==> src/rtl/ex_muldiv_unit.sv <==
// ex_muldiv_unit: iterative 32x32 multiply / divide unit owning HI/LO.
// Shift-add multiply and restoring divide, one bit per cycle, followed by
// a single sign-fixup cycle. MTHI/MTLO write in one cycle; MFHI/MFLO read
// back combinationally through moveResult.
module ex_muldiv_unit #(
  parameter int WIDTH = 32
) (
  input  logic             clock,
  input  logic             reset,
  input  logic             start,
  input  logic [5:0]       funct,
  input  logic [WIDTH-1:0] operandA,
  input  logic [WIDTH-1:0] operandB,
  output logic             busy,
  output logic             done,
  output logic [WIDTH-1:0] hi,
  output logic [WIDTH-1:0] lo,
  output logic [WIDTH-1:0] moveResult,
  output logic             divByZero
);

  localparam logic [5:0] F_MFHI  = 6'h10;
  localparam logic [5:0] F_MTHI  = 6'h11;
  localparam logic [5:0] F_MTLO  = 6'h13;
  localparam logic [5:0] F_MULT  = 6'h18;
  localparam logic [5:0] F_MULTU = 6'h19;
  localparam logic [5:0] F_DIV   = 6'h1A;
  localparam logic [5:0] F_DIVU  = 6'h1B;

  typedef enum logic [1:0] {IDLE, MUL, DIV, FIX} state_t;

  // Context of the operation in flight, needed again at fixup.
  typedef struct packed {
    logic is_div;
    logic is_signed;
    logic neg_a;
    logic neg_b;
  } op_ctx_t;

  state_t   state, state_next;
  op_ctx_t  ctx;
  logic [4:0]  cnt;
  logic [63:0] acc;     // product, or {unused, quotient/dividend} when dividing
  logic [31:0] mcand;   // multiplicand magnitude, or divisor magnitude
  logic [31:0] rem;     // partial remainder (always < divisor)
  logic [31:0] a_raw;   // raw dividend, returned in HI on divide-by-zero
  logic [31:0] hi_q, lo_q;
  logic        done_q, dbz_q;

  logic accept_mul, accept_div, write_hi, write_lo;

  // Next-state and request decode.
  always_comb begin
    state_next = state;
    accept_mul = 1'b0;
    accept_div = 1'b0;
    write_hi   = 1'b0;
    write_lo   = 1'b0;
    case (state)
      IDLE: begin
        if (start) begin
          case (funct)
            F_MULT, F_MULTU: begin accept_mul = 1'b1; state_next = MUL; end
            F_DIV,  F_DIVU:  begin accept_div = 1'b1; state_next = DIV; end
            F_MTHI:          write_hi = 1'b1;
            F_MTLO:          write_lo = 1'b1;
            default: ;
          endcase
        end
      end
      MUL, DIV: if (cnt == 5'd31) state_next = FIX;
      FIX:      state_next = IDLE;
      default:  state_next = IDLE;
    endcase
  end

  // State register.
  always_ff @(posedge clock or posedge reset) begin
    if (reset) state <= IDLE;
    else       state <= state_next;
  end

  // Operand conditioning at accept: signed ops keep magnitudes plus signs.
  logic        req_signed, req_neg_a, req_neg_b;
  logic [31:0] mag_a, mag_b;
  always_comb begin
    req_signed = ~funct[0];
    req_neg_a  = req_signed & operandA[31];
    req_neg_b  = req_signed & operandB[31];
    mag_a      = req_neg_a ? (32'd0 - operandA) : operandA;
    mag_b      = req_neg_b ? (32'd0 - operandB) : operandB;
  end

  // One iteration step for each algorithm.
  logic [32:0] mul_sum;
  logic [32:0] div_shift;
  logic        div_ge;
  always_comb begin
    mul_sum   = {1'b0, acc[63:32]} + (acc[0] ? {1'b0, mcand} : 33'd0);
    div_shift = {rem, acc[31]};
    div_ge    = (div_shift >= {1'b0, mcand});
  end

  // Fixup results: sign correction and the divide-by-zero override.
  logic [63:0] prod_fix;
  logic [31:0] fix_hi, fix_lo;
  logic        div_zero;
  always_comb begin
    div_zero = (mcand == 32'd0);
    prod_fix = (ctx.is_signed && (ctx.neg_a ^ ctx.neg_b)) ? (64'd0 - acc) : acc;
    if (!ctx.is_div) begin
      fix_hi = prod_fix[63:32];
      fix_lo = prod_fix[31:0];
    end else if (div_zero) begin
      fix_hi = a_raw;
      fix_lo = 32'hFFFF_FFFF;
    end else begin
      fix_lo = (ctx.is_signed && (ctx.neg_a ^ ctx.neg_b)) ? (32'd0 - acc[31:0]) : acc[31:0];
      fix_hi = (ctx.is_signed && ctx.neg_a) ? (32'd0 - rem) : rem;
    end
  end

  // Datapath, HI/LO and status flags.
  always_ff @(posedge clock or posedge reset) begin
    if (reset) begin
      ctx    <= '0;
      cnt    <= '0;
      acc    <= '0;
      mcand  <= '0;
      rem    <= '0;
      a_raw  <= '0;
      hi_q   <= '0;
      lo_q   <= '0;
      done_q <= 1'b0;
      dbz_q  <= 1'b0;
    end else begin
      done_q <= (state == FIX);
      if (accept_mul || accept_div) begin
        ctx   <= '{is_div: accept_div, is_signed: req_signed,
                   neg_a: req_neg_a, neg_b: req_neg_b};
        cnt   <= '0;
        acc   <= accept_div ? {32'd0, mag_a} : {32'd0, mag_b};
        mcand <= accept_div ? mag_b : mag_a;
        rem   <= '0;
        a_raw <= operandA;
        dbz_q <= 1'b0;
      end
      if (write_hi) hi_q <= operandA;
      if (write_lo) lo_q <= operandA;
      case (state)
        MUL: begin
          acc <= {mul_sum, acc[31:1]};
          cnt <= cnt + 5'd1;
        end
        DIV: begin
          rem        <= div_ge ? 32'(div_shift - {1'b0, mcand}) : div_shift[31:0];
          acc[31:0]  <= {acc[30:0], div_ge};
          cnt        <= cnt + 5'd1;
        end
        FIX: begin
          hi_q  <= fix_hi;
          lo_q  <= fix_lo;
          dbz_q <= ctx.is_div & div_zero;
        end
        default: ;
      endcase
    end
  end

  assign busy       = (state != IDLE);
  assign done       = done_q;
  assign hi         = hi_q;
  assign lo         = lo_q;
  assign divByZero  = dbz_q;
  assign moveResult = (funct == F_MFHI) ? hi_q : lo_q;

endmodule

==> config.mk <==
export PLATFORM = sky130hd
export DESIGN_NAME = ex_muldiv_unit
export DESIGN_NICKNAME = d
export VERILOG_FILES = /design/src/rtl/ex_muldiv_unit.sv
export SDC_FILE = /design/constraint.sdc
export NUM_CORES = 1
export LEC_CHECK = 0
export BUFFER_PORTS_ARGS = -buffer_cell sky130_fd_sc_hd__buf_4
export CORE_AREA = 2 2 254 256
export CTS_CLUSTER_SIZE = 25
export DETAILED_ROUTE_END_ITERATION = 10
export DIE_AREA = 0 0 256 258
export PLACE_DENSITY = 0.44
export SYNTH_ARGS = -nofsm -noshare
export SYNTH_HDL_FRONTEND = slang
export SYNTH_SLANG_ARGS = --single-unit
==> constraint.sdc <==
create_clock -name clock -period 11.16 [get_ports clock]
set_clock_uncertainty 0.05 [all_clocks]
set_input_delay 1.674 -clock clock [delete_from_list [all_inputs] [get_ports clock]]
set_output_delay 1.674 -clock clock [all_outputs]
set_load 0.1 [all_outputs]
======== Word-level counts from Yosys, hierarchy flattened ========
Index checks and enable logic that the tools add are counted.
storage, ports and cells
  word-level logic and storage cells ...... 103
  bits of input ports ..................... 73
  register bits after elaboration ......... 237
  output and inout bits ................... 99
operators by class
  multiplexer cells ....................... 43
  bitwise gates (word level) .............. 5
  equal/unequal tests ..................... 14
  reductions and logical operators ........ 17
  $add $sub $neg .......................... 8
  $lt $le $gt $ge ......................... 1
operator list
  cell                                                                 number
  32-bit two-way mux                                                   20
  64-bit two-way mux                                                   2
  1-bit by 32-bit subtractor with 32-bit output, first input constant  4
  32-bit case mux with 2 select lines                                  1
  1-bit by 64-bit subtractor with 64-bit output, first input constant  1
  6-bit by 5-bit == test with 1-bit output, second input constant      7
  32-bit by 32-bit adder with 33-bit output                            1
  33-bit by 32-bit >= comparator with 1-bit output                     1
  32-bit logical NOT                                                   1
  32-bit subtractor                                                    1
  1-bit two-way mux                                                    14
  2-bit nonzero test                                                   7
  5-bit two-way mux                                                    2
  2-bit case mux with 3 select lines                                   1
  2-bit OR reduction                                                   3
  5-bit by 1-bit adder with 5-bit output, second input constant        1
  5-bit == test, second input constant                                 1
  2-bit == test, second input constant                                 2
  2-bit two-way mux                                                    2
  2-bit case mux with 2 select lines                                   1
  1-bit AND                                                            3
  3-bit by 1-bit != test with 1-bit output, second input constant      1
  3-bit AND reduction                                                  1
  3-bit nonzero test                                                   1
  other kinds (8)                                                      9

======== Logic depth before layout (Yosys ltp) ========
Gate-level depths: netlist (run 1).
  word-level depth ........................ 8
  depth in mapped cells ................... 14
  gate-level depth less buffers ........... 13

======== Worst setup path before layout (run 1) ========
Ideal clock, no wire load.
  kind .................................... input to output
  start ................................... input funct[2]
  end ..................................... output moveResult[10]
  arrival ................................. 3698 ps
  cell stages on the path ................. 4
  path slack .............................. 5738 ps
  cell sequence ........................... or4b_2 nor3_1 clkbuf_1 mux2_2
on the way
  longest elaborated chain between the ends .. 2
ends and longest elaborated chain
  element                                   RTL line  text
  start, declared                           11        input logic [5:0] funct,
  6-bit by 5-bit == test with 1-bit output  175       assign moveResult = (funct == F_MFHI) ? hi_q : lo_q;
  32-bit two-way mux                        175
  end, declared                             18        output logic [WIDTH-1:0] moveResult,
No other way between the ends.

======== Worst setup path in the final report (run 1) ========
  start ................................... input funct[2]
  end ..................................... output moveResult[5]
The elaborated chain is that of the path after synthesis.

==> results of run 1 <==
[state kept, by name, indices dropped and copies added (netlist names)]
signal	flops
acc	64
a_raw	32
hi	32
lo	32
mcand	32
rem	32
cnt	5
ctx	4
state	2
divByZero	1
done	1
[cells by family (layout without fill, tap and decap cells)]
kind of cell	count (synthesis)	in the layout
DFF	237	237
and+or+nand+nor	779	779
xor gates and xnor gates	201	201
AOI/OAI and AO/OA	712	712
buffers and inverters	231	329
adders and majority gates	76	76
muxes	126	126
[final cells by class]
class,count,area [µm²],share of cell area (%)
Clock buffer,41,873.3,3.973
Clock inverter,15,210.2,0.9562
Sequential cell,237,5931,26.98
Multi-Input combinational cell,1894,12140,55.22
Timing Repair Buffer,194,1456,6.625
Inverter,79,304.0,1.383
Tap cell,855,1070,4.867
[metrics by stage]
step | cell area [µm²] | setup WS (ps) | instances | hold slack [ps] | utilization, %
floorplan | 18890 | 2933 | 2362 | 390.1 | -
global placement | 20900 | 5709 | 3259 | 404.8 | 32.83
detailed placement | 20900 | 5692 | 3259 | 411.7 | 32.83
CTS | 21980 | 5692 | 3315 | 429.4 | 34.54
global route | 21980 | 5616 | 3315 | 450.7 | 34.54
finish | 21980 | 5673 | 3315 | 429.9 | 34.54
[per-layer routing]
metal / share of wire (%) / track usage [%] / routed length, µm
met5: 0.012 / 0 / 9
met4: 2.2 / 5.621 / 1720
met3: 4.8 / 2.473 / 3711
met2: 47 / 38.27 / 36160
met1: 46 / 32.03 / 36020
[layout by cell type (no fill, tap or decap), drive strengths merged, types with 43 or more instances in the layout]
master,n
xnor2,117
o211ai,44
nor2b,43
mux2i,70
nand2,321
nor3,56
o21ai,189
inv,78
ha,74
mux2,56
a21oi,225
buf,194
dfrtp,237
xor2,84
nor2,201
[tightest hold or removal path: cells and delay by family (launching register included)]
| family | cells | cell delay (ps) |
|---|---|---|
| simple gates | 2 | 110 |
| flops | 1 | 340 |
[power by group]
group / internal (mW) / total [mW] / switching, mW
registers: 1.29 / 1.89 / 0.599
clock network: 0.660 / 1.08 / 0.423
logic: 1.75 / 5.42 / 3.66
[worst paths after layout]
kind                            cells after the start  slack, ps       endpoint  startpoint
worst min-delay path                                2        430      a_raw[19]   a_raw[19]
worst min register to register                      2        430      a_raw[19]   a_raw[19]
min in group asynchronous                           2       1180          lo[5]       reset
worst max register to register                     13       6540        acc[63]      acc[0]
worst max-delay path                                6       5670  moveResult[5]    funct[2]
max in group asynchronous                           4       7500        rem[30]       reset
==> flow_metrics.py, run 1 <==
metrics = {
    "yosys": {
        "synth_top_family_by_area": "compound AO/OA/AOI/OAI gates",
        "synthAdderAreaFrac_pct": 5.113,
        "async_flop_share_pct": 100.0,
        "synthFlopType": "dfrtp_1",
        "netlist-cell-type-count": 82,
        "synth-edff-count": 0,
        "synth_top_area_share_pct": 31.39,
        "syn-num-nets": 2511,
        "yosys-top-cells-count": "nand2_1, dfrtp_1, a21oi_1",
        "synth_area_leaders": "dfrtp_1, nand2_1, a21oi_1",
        "synth_seq_cells": 237,
        "ys_warn_count": 0,
        "synth_area_per_cell_um2": 7.999,
        "synth_area_um2": 18890,
        "yosysMostFrequentCell": "nand2_1",
        "synth.largest_area_cell": "dfrtp_1",
        "synth-compound-area-share_pct": 22.92,
        "synthSimpleGateAreaFrac_pct": 19.42,
        "yosysSeqAreaShare_pct": 31.39,
        "synth_xor_area_share_pct": 9.318,
        "muxShareOfSynthArea_pct": 7.046,
        "synthCells": 2362,
    },
    "route": {
        "drc": 0,
        "final_antenna_net_count": 0,
        "vias_per_cell": 5.444,
        "routed_wl_um": 77620,
        "wl_per_cell_um": 23.42,
        "first_iter_violations": 1426,
        "vias": 18050,
        "dr.pass1.iters": 7,
    },
    "clock_tree": {
        "cts-buffers-inserted": 30,
        "clkTransAtPathRegs_ps": 60,
        "post_cts_resized": 0,
        "postCtsSetupBuffers": 0,
        "clockBufferDepth": 3,
        "root_buffer": "clkbuf_16",
        "postCtsHoldBufs": 0,
        "htree_num_levels": 1,
        "clock_latency_ps": 600,
        "numClockSinks": 237,
        "cts_tree": "built",
    },
    "cells_and_area": {
        "drive_gt1_share_pct": 13.86,
        "syn_to_final_growth_pct": 16.35,
        "fillCellCount": 6646,
        "diodes": 0,
        "nNetsFinal": 2585,
    },
    "timing": {
        "rsz0062_at_grt": "false",
        "period_share_pct": 49.17,
        "hold_violations": 0,
        "tns_ps": 0,
        "slew_headroom_pct": 21.76,
        "period_needed_ps": 5487,
        "tightest_slew_ps": 1174,
        "setup_viol": 0,
        "fmax_ghz": 0.1823,
        "finalMaxSlewViolations": 0,
    },
    "power": {
        "irDropWorstVdd_v": 0.0002825,
        "total_power_mw": 8.391,
        "power.density_nw_per_um2": 381.7,
        "cellLeakagePower_nw": 9.301,
    },
    "worst_setup_path": {
        "worstSetupPathType": "input pin to primary output",
        "cp_slowest_stage_delay_ps": 740,
        "required_ps": 9440,
        "path_delay_family": "simple AND/OR/NAND/NOR gates",
        "cp.arrival_ps": 3760,
        "crit_chain": "buf_4 > or4b_2 > nor3_2 > buf_4 > mux2_2 > buf_4",
        "end_kind": "primary output",
        "critPathMaxFanout": 32,
        "crit_buf_inv": 3,
        "crit_top_cell": "buf_4",
        "cp-start-kind": "input pin",
        "slowest_stage": "or4b_2",
    },
    "flow_run": {
        "drv_cap": 0,
    },
    "grt": {
        "grt_antenna_before_repair": 2,
        "grt-ovfl-total": 0,
        "grt_start_max_net_pins": 110,
        "grt.total_usage_pct": 23.04,
        "grt_pass1_vias": 17590,
        "grt_pass1_wl_um": 116900,
    },
    "die": {
        "die_h_um": 258,
        "die_w_um": 256,
        "dieArea_um2": 66050,
        "initial_core_util_pct": 29.68,
        "core-area_um2": 63650,
        "ios": 172,
        "core.rowCount": 93,
    },
    "placement": {
        "globalplace.congestion": 0.9166,
        "port_buffers": 171,
        "place_hpwl_um": 58880,
    },
    "min_path": {
        "holdCritPathClass": "flip-flop to flip-flop",
    },
    "outcome": {
        "outcome": "completed",
    },
}
No activity file was read; power rests on OpenSTA's default activity.
==> inputs of run 2 (changes only) <==
PLACE_DENSITY = 0.45   (was 0.44)
clock period = 4.8 ns   (was 11.16 ns; I/O delays follow)
==> run 2 against run 1 <==
  * Final cell count increased by 0.27%
  * Via count increased by 0.39%
  * Worst hold slack got worse by 190 ps
  * Routed wire length increased by 1.2%
  * Register-to-register slack got worse by 6100 ps
  * Sequential share of layout area decreased by 0.14 points
  * Worst setup slack got worse by 5200 ps
  * Design area increased by 0.52%
  * Flip-flop and latch count unchanged
  * First-iteration DRC count decreased by 6.7%
  * Utilization increased by 0.18 points
  * Largest cell class unchanged
==> flow_metrics.py, run 2 (synthesis results as in run 1) <==
metrics = {
    "route": {
        "vias_per_cell": 5.450,
        "dr.pass1.iters": 5,
        "drc": 0,
        "first_iter_violations": 1331,
        "wl_per_cell_um": 23.63,
        "routed_wl_um": 78550,
        "vias": 18120,
        "final_antenna_net_count": 0,
    },
    "clock_tree": {
        "cts_tree": "built",
        "root_buffer": "clkbuf_16",
        "clockBufferDepth": 3,
        "cts-buffers-inserted": 30,
        "numClockSinks": 237,
        "postCtsHoldBufs": 0,
        "post_cts_resized": 0,
        "clkTransAtPathRegs_ps": 60,
        "clock_latency_ps": 600,
        "htree_num_levels": 1,
        "postCtsSetupBuffers": 0,
    },
    "worst_setup_path": {
        "end_kind": "flip-flop",
        "required_ps": 5180,
        "cp.arrival_ps": 4750,
        "cp-start-kind": "flip-flop",
        "rr_worst_depth": 12,
        "worstSetupPathType": "flip-flop to flip-flop",
        "critPathMaxFanout": 17,
    },
    "grt": {
        "grt_start_max_net_pins": 105,
        "grt_pass1_vias": 17350,
        "grt.total_usage_pct": 23.05,
        "grt_antenna_before_repair": 0,
        "grt-ovfl-total": 0,
        "grt_pass1_wl_um": 116200,
    },
    "cells_and_area": {
        "fillCellCount": 6660,
        "drive_gt1_share_pct": 14.18,
        "largest_register_ffs": 64,
        "top_register": "acc",
        "nNetsFinal": 2600,
        "syn_to_final_growth_pct": 16.96,
        "final_area_um2": 22100,
        "final_core_util_pct": 34.72,
        "final_common_cell": "nand2_1",
        "diodes": 0,
        "final_cell_mix": "nand2_1, dfrtp_1, a21oi_1",
    },
    "power": {
        "cellLeakagePower_nw": 9.375,
        "irDropWorstVdd_v": 0.0004378,
        "power.density_nw_per_um2": 890.5,
        "p_switching_mw": 10.98,
        "swShare_pct": 55.81,
        "intPower_mw": 8.696,
        "pwr-share-seq_pct": 22.2,
        "pwr-share-clk_pct": 12.6,
        "combPwrFrac_pct": 65.2,
    },
    "min_path": {
        "holdCritPathClass": "input pin to async pin",
    },
    "placement": {
        "globalplace.congestion": 0.9350,
        "dp_worst_setup_slack_ps": 412.6,
        "placed_area_um2": 21050,
        "port_buffers": 171,
        "place_hpwl_um": 60040,
    },
    "timing": {
        "slew_headroom_pct": 28.96,
        "period_needed_ps": 4370,
        "period_share_pct": 91.04,
        "tightest_slew_ps": 1061,
        "setup_viol": 0,
        "hold_violations": 0,
        "rsz0062_at_grt": "false",
        "finalMaxSlewViolations": 0,
        "worst_slack_ps": 430.1,
        "hold_ws_ps": 237.3,
        "tns_ps": 0,
        "fmax_ghz": 0.2288,
    },
    "flow_run": {
        "drv_cap": 0,
    },
    "die": {
        "die_w_um": 256,
        "core-area_um2": 63650,
        "die_h_um": 258,
        "core.rowCount": 93,
        "ios": 172,
        "initial_core_util_pct": 29.68,
        "dieArea_um2": 66050,
    },
    "outcome": {
        "outcome": "completed",
    },
}
==> run 2: cell count changes in the layout (fill, tap and decap cells not counted), sizes merged <==
| cell | previous run | this run |
|---|---|---|
| clkbuf | 41 | 42 |
| clkinv | 7 | 4 |
| inv | 78 | 77 |
| clkinvlp | 4 | 1 |
| buf | 194 | 209 |
==> run 2: area by class of cell <==
class,count,area (µm²),area share (%)
multi-input combinational,1894,12140,54.93
inverter,79,300.3,1.359
sequential,237,5931,26.84
clock inverter,8,165.2,0.7474
timing repair buffer,209,1607,7.270
tap,855,1070,4.841
clock buffer,42,887.1,4.015
==> run 2: final timing paths <==
check	to	start	slack [ps]
worst max-delay path	acc[63]	acc[0]	430
max in group asynchronous	rem[27]	reset	3350
min in group clock	a_raw[9]	operandA[9]	340
worst min register to register	a_raw[3]	a_raw[3]	420
worst max register to register	acc[63]	acc[0]	430
worst min-delay path	lo[5]	reset	240
==> run 2: worst max-delay path: stages (launching register included) <==
cell and delay [ps]:
dfrtp_1 460, clkinv_1 510, nor2_1 250, ha_1 320, a211oi_1 370, o211ai_1 150, a221o_1 320, o21ai_0 410
a211oi_1 200, o21ai_0 420, a31oi_1 200, a2111oi_0 440, a211oi_1 80
==> run 2: stage by stage <==
step           cells  power, mW
2_1_floorplan   2362      13.60
3_3_place_gp    3274      17.09
3_5_place_dp    3274      17.12
4_1_cts         3324      19.69
5_1_grt         3324      20.93
6_report        3324      19.68
==> run 2: power groups by stage <==
stage | Clock [mW] | Combinational, mW | Sequential [mW]
after floorplan | 0 | 7.81 | 5.80
after global placement | 0 | 12.7 | 4.34
after detailed placement | 0 | 12.8 | 4.36
after CTS | 2.54 | 12.8 | 4.34
after global routing | 2.62 | 13.8 | 4.50
final | 2.48 | 12.8 | 4.36
==> run 2: layer usage <==
layer	vias up	global-route usage (%)	routed length [µm]
met5	-	0	0
met3	93	2.110	3810
li1	8594	-	-
met4	0	7.407	2516
met1	8833	32.23	36480
met2	597	37.50	35750
==> inputs of run 3 (changes only) <==
==> constraint.sdc (replaced) <==
create_clock -name clock -period 4.8 [get_ports clock]
set_clock_uncertainty 0.05 [all_clocks]
set_input_delay 0.96 -clock clock [delete_from_list [all_inputs] [get_ports clock]]
set_output_delay 0.96 -clock clock [all_outputs]
set_load 0.1 [all_outputs]
==> run 3 against run 2 <==
  * Largest cell class unchanged
  * Sequential share of layout area fell by 0.088 points
  * Final cell count rose by 0.42%
  * First-iteration DRC count rose by 8.6%
  * Highest routed layer unchanged
  * Global-route usage barely moved
  * Total power is 0.44% lower
==> flow_metrics.py, run 3 (synthesis results as in run 1) <==
metrics = {
    "clock_tree": {
        "postCtsSetupBuffers": 0,
        "clkTransAtPathRegs_ps": 60,
        "clockBufferDepth": 3,
        "cts-buffers-inserted": 31,
        "htree_num_levels": 1,
        "clock_latency_ps": 590,
        "numClockSinks": 237,
        "cts_tree": "built",
        "root_buffer": "clkbuf_16",
        "postCtsHoldBufs": 0,
        "post_cts_resized": 0,
    },
    "cells_and_area": {
        "nNetsFinal": 2607,
        "final_area_um2": 22170,
        "fillCellCount": 6640,
        "final_common_cell": "nand2_1",
        "top_register": "acc",
        "largest_register_ffs": 64,
        "final_core_util_pct": 34.83,
        "drive_gt1_share_pct": 14.54,
        "syn_to_final_growth_pct": 17.34,
        "final_cell_mix": "nand2_1, dfrtp_1, a21oi_1",
    },
    "route": {
        "vias_per_cell": 5.493,
        "dr.pass1.iters": 5,
        "drc": 0,
        "final_antenna_net_count": 0,
        "routed_wl_um": 78460,
        "first_iter_violations": 1446,
        "wl_per_cell_um": 23.50,
        "vias": 18330,
    },
    "worst_setup_path": {
        "end_kind": "flip-flop",
        "cp_slowest_stage_delay_ps": 590,
        "path_delay_family": "compound AO/OA/AOI/OAI gates",
        "r2r_end": "acc[63]",
        "worstReg2RegStart": "acc[0]",
        "reg2reg_slack_ps": 410,
        "cp_num_cells": 12,
        "crit_buf_inv": 1,
        "critPathMaxFanout": 20,
        "worstSetupPathType": "flip-flop to flip-flop",
        "crit_chain": "clkinv_1 > nor2_1 > ha_1 > a211oi_1 > o211ai_1 > a221o_1 > o21ai_0 > a211oi_1 > o21ai_0 > a31oi_1 > a2111oi_0 > a211oi_1",
        "rr_worst_depth": 12,
        "cp-start-kind": "flip-flop",
        "cp.arrival_ps": 4780,
        "required_ps": 5190,
        "slowest_stage": "clkinv_1",
        "crit_top_cell": "a211oi_1",
    },
    "timing": {
        "period_needed_ps": 4387,
        "setup_viol": 0,
        "finalMaxSlewViolations": 0,
        "rsz0062_at_grt": "false",
        "tns_ps": 0,
        "period_share_pct": 91.40,
        "fmax_ghz": 0.2279,
        "hold_violations": 0,
        "slew_headroom_pct": 21.82,
        "tightest_slew_ps": 1170,
        "worst_slack_ps": 412.6,
    },
    "min_path": {
        "hp-start": "a_raw[5]",
        "holdCritPathClass": "flip-flop to flip-flop",
        "min_path_cells": 2,
        "min_delay_worst_endpoint": "a_raw[5]",
    },
    "placement": {
        "dp_worst_setup_slack_ps": 422.1,
        "placed_area_um2": 21110,
        "port_buffers": 171,
        "place_hpwl_um": 60240,
        "globalplace.congestion": 0.9275,
    },
    "power": {
        "intPower_mw": 8.633,
        "p_switching_mw": 10.96,
        "pwr-share-clk_pct": 12.4,
        "total_power_mw": 19.59,
        "pwr-share-seq_pct": 22.3,
        "combPwrFrac_pct": 65.3,
        "irDropWorstVdd_v": 0.0004440,
        "power.density_nw_per_um2": 883.6,
        "cellLeakagePower_nw": 9.418,
        "swShare_pct": 55.93,
    },
    "grt": {
        "grt_pass1_wl_um": 116000,
        "grt-ovfl-total": 0,
        "grt.total_usage_pct": 23.06,
        "grt_antenna_before_repair": 0,
        "grt_pass1_vias": 17330,
        "grt_start_max_net_pins": 68,
    },
    "die": {
        "die_h_um": 258,
        "core.rowCount": 93,
        "die_w_um": 256,
        "core-area_um2": 63650,
        "dieArea_um2": 66050,
        "ios": 172,
        "initial_core_util_pct": 29.68,
    },
    "flow_run": {
        "drv_cap": 0,
    },
    "outcome": {
        "outcome": "completed",
    },
}
[run 3: power groups by stage]
| stage | combinational (mW) | clock, mW | sequential, mW |
|---|---|---|---|
| 2_1_floorplan | 7.81 | 0 | 5.80 |
| 3_3_place_gp | 12.7 | 0 | 4.37 |
| 3_5_place_dp | 12.7 | 0 | 4.37 |
| 4_1_cts | 12.8 | 2.49 | 4.35 |
| 5_1_grt | 13.8 | 2.57 | 4.52 |
| 6_report | 12.8 | 2.43 | 4.37 |
[run 3: worst max-delay path by stage]
| stage | start | end | slack (ps) |
|---|---|---|---|
| 6_report | acc[0] | acc[63] | 410 |
| 5_1_grt | acc[0] | acc[63] | 40 |
| 4_1_cts | acc[0] | acc[63] | 410 |
| 3_5_place_dp | acc[0] | acc[63] | 420 |
| 3_3_place_gp | acc[0] | acc[63] | 600 |
| 2_1_floorplan | reset | a_raw[0] | 680 |
[run 3: worst reg2reg max path, cell delays in order, from the launching register on]
cell       delay, ps
dfrtp_1          420
clkinv_1         590
nor2_1           290
ha_1             330
a211oi_1         360
o211ai_1         150
a221o_1          320
o21ai_0          340
a211oi_1         190
o21ai_0          420
a31oi_1          210
a2111oi_0        470
a211oi_1         100
[run 3: layout make-up]
class	count	area, µm²	share of cell area, %
multi-input cells	1894	12140	54.74
clock inverters	13	150.1	0.6772
inverters	79	300.3	1.354
well taps	855	1070	4.825
flip-flops and latches	237	5931	26.75
clock buffers	44	904.6	4.080
repair buffers	215	1677	7.563
diodes	1	2.502	0.01129
[run 3: stage by stage]
| step | hold WS (ps) | std cells |
|---|---|---|
| floorplan | 390.1 | 2362 |
| global placement | 405.4 | 3280 |
| detailed placement | 411.6 | 3280 |
| CTS | 430.9 | 3337 |
| global route | 440.0 | 3337 |
| finish | 429.9 | 3338 |
[run 3: metal layers]
metal / routed length, µm / vias to the layer above / GRT usage, %
met5: 0 / - / 0
met4: 2509 / 0 / 7.245
met3: 4290 / 98 / 2.199
met2: 35580 / 602 / 37.01
met1: 36080 / 9018 / 32.66
li1: - / 8616 / -
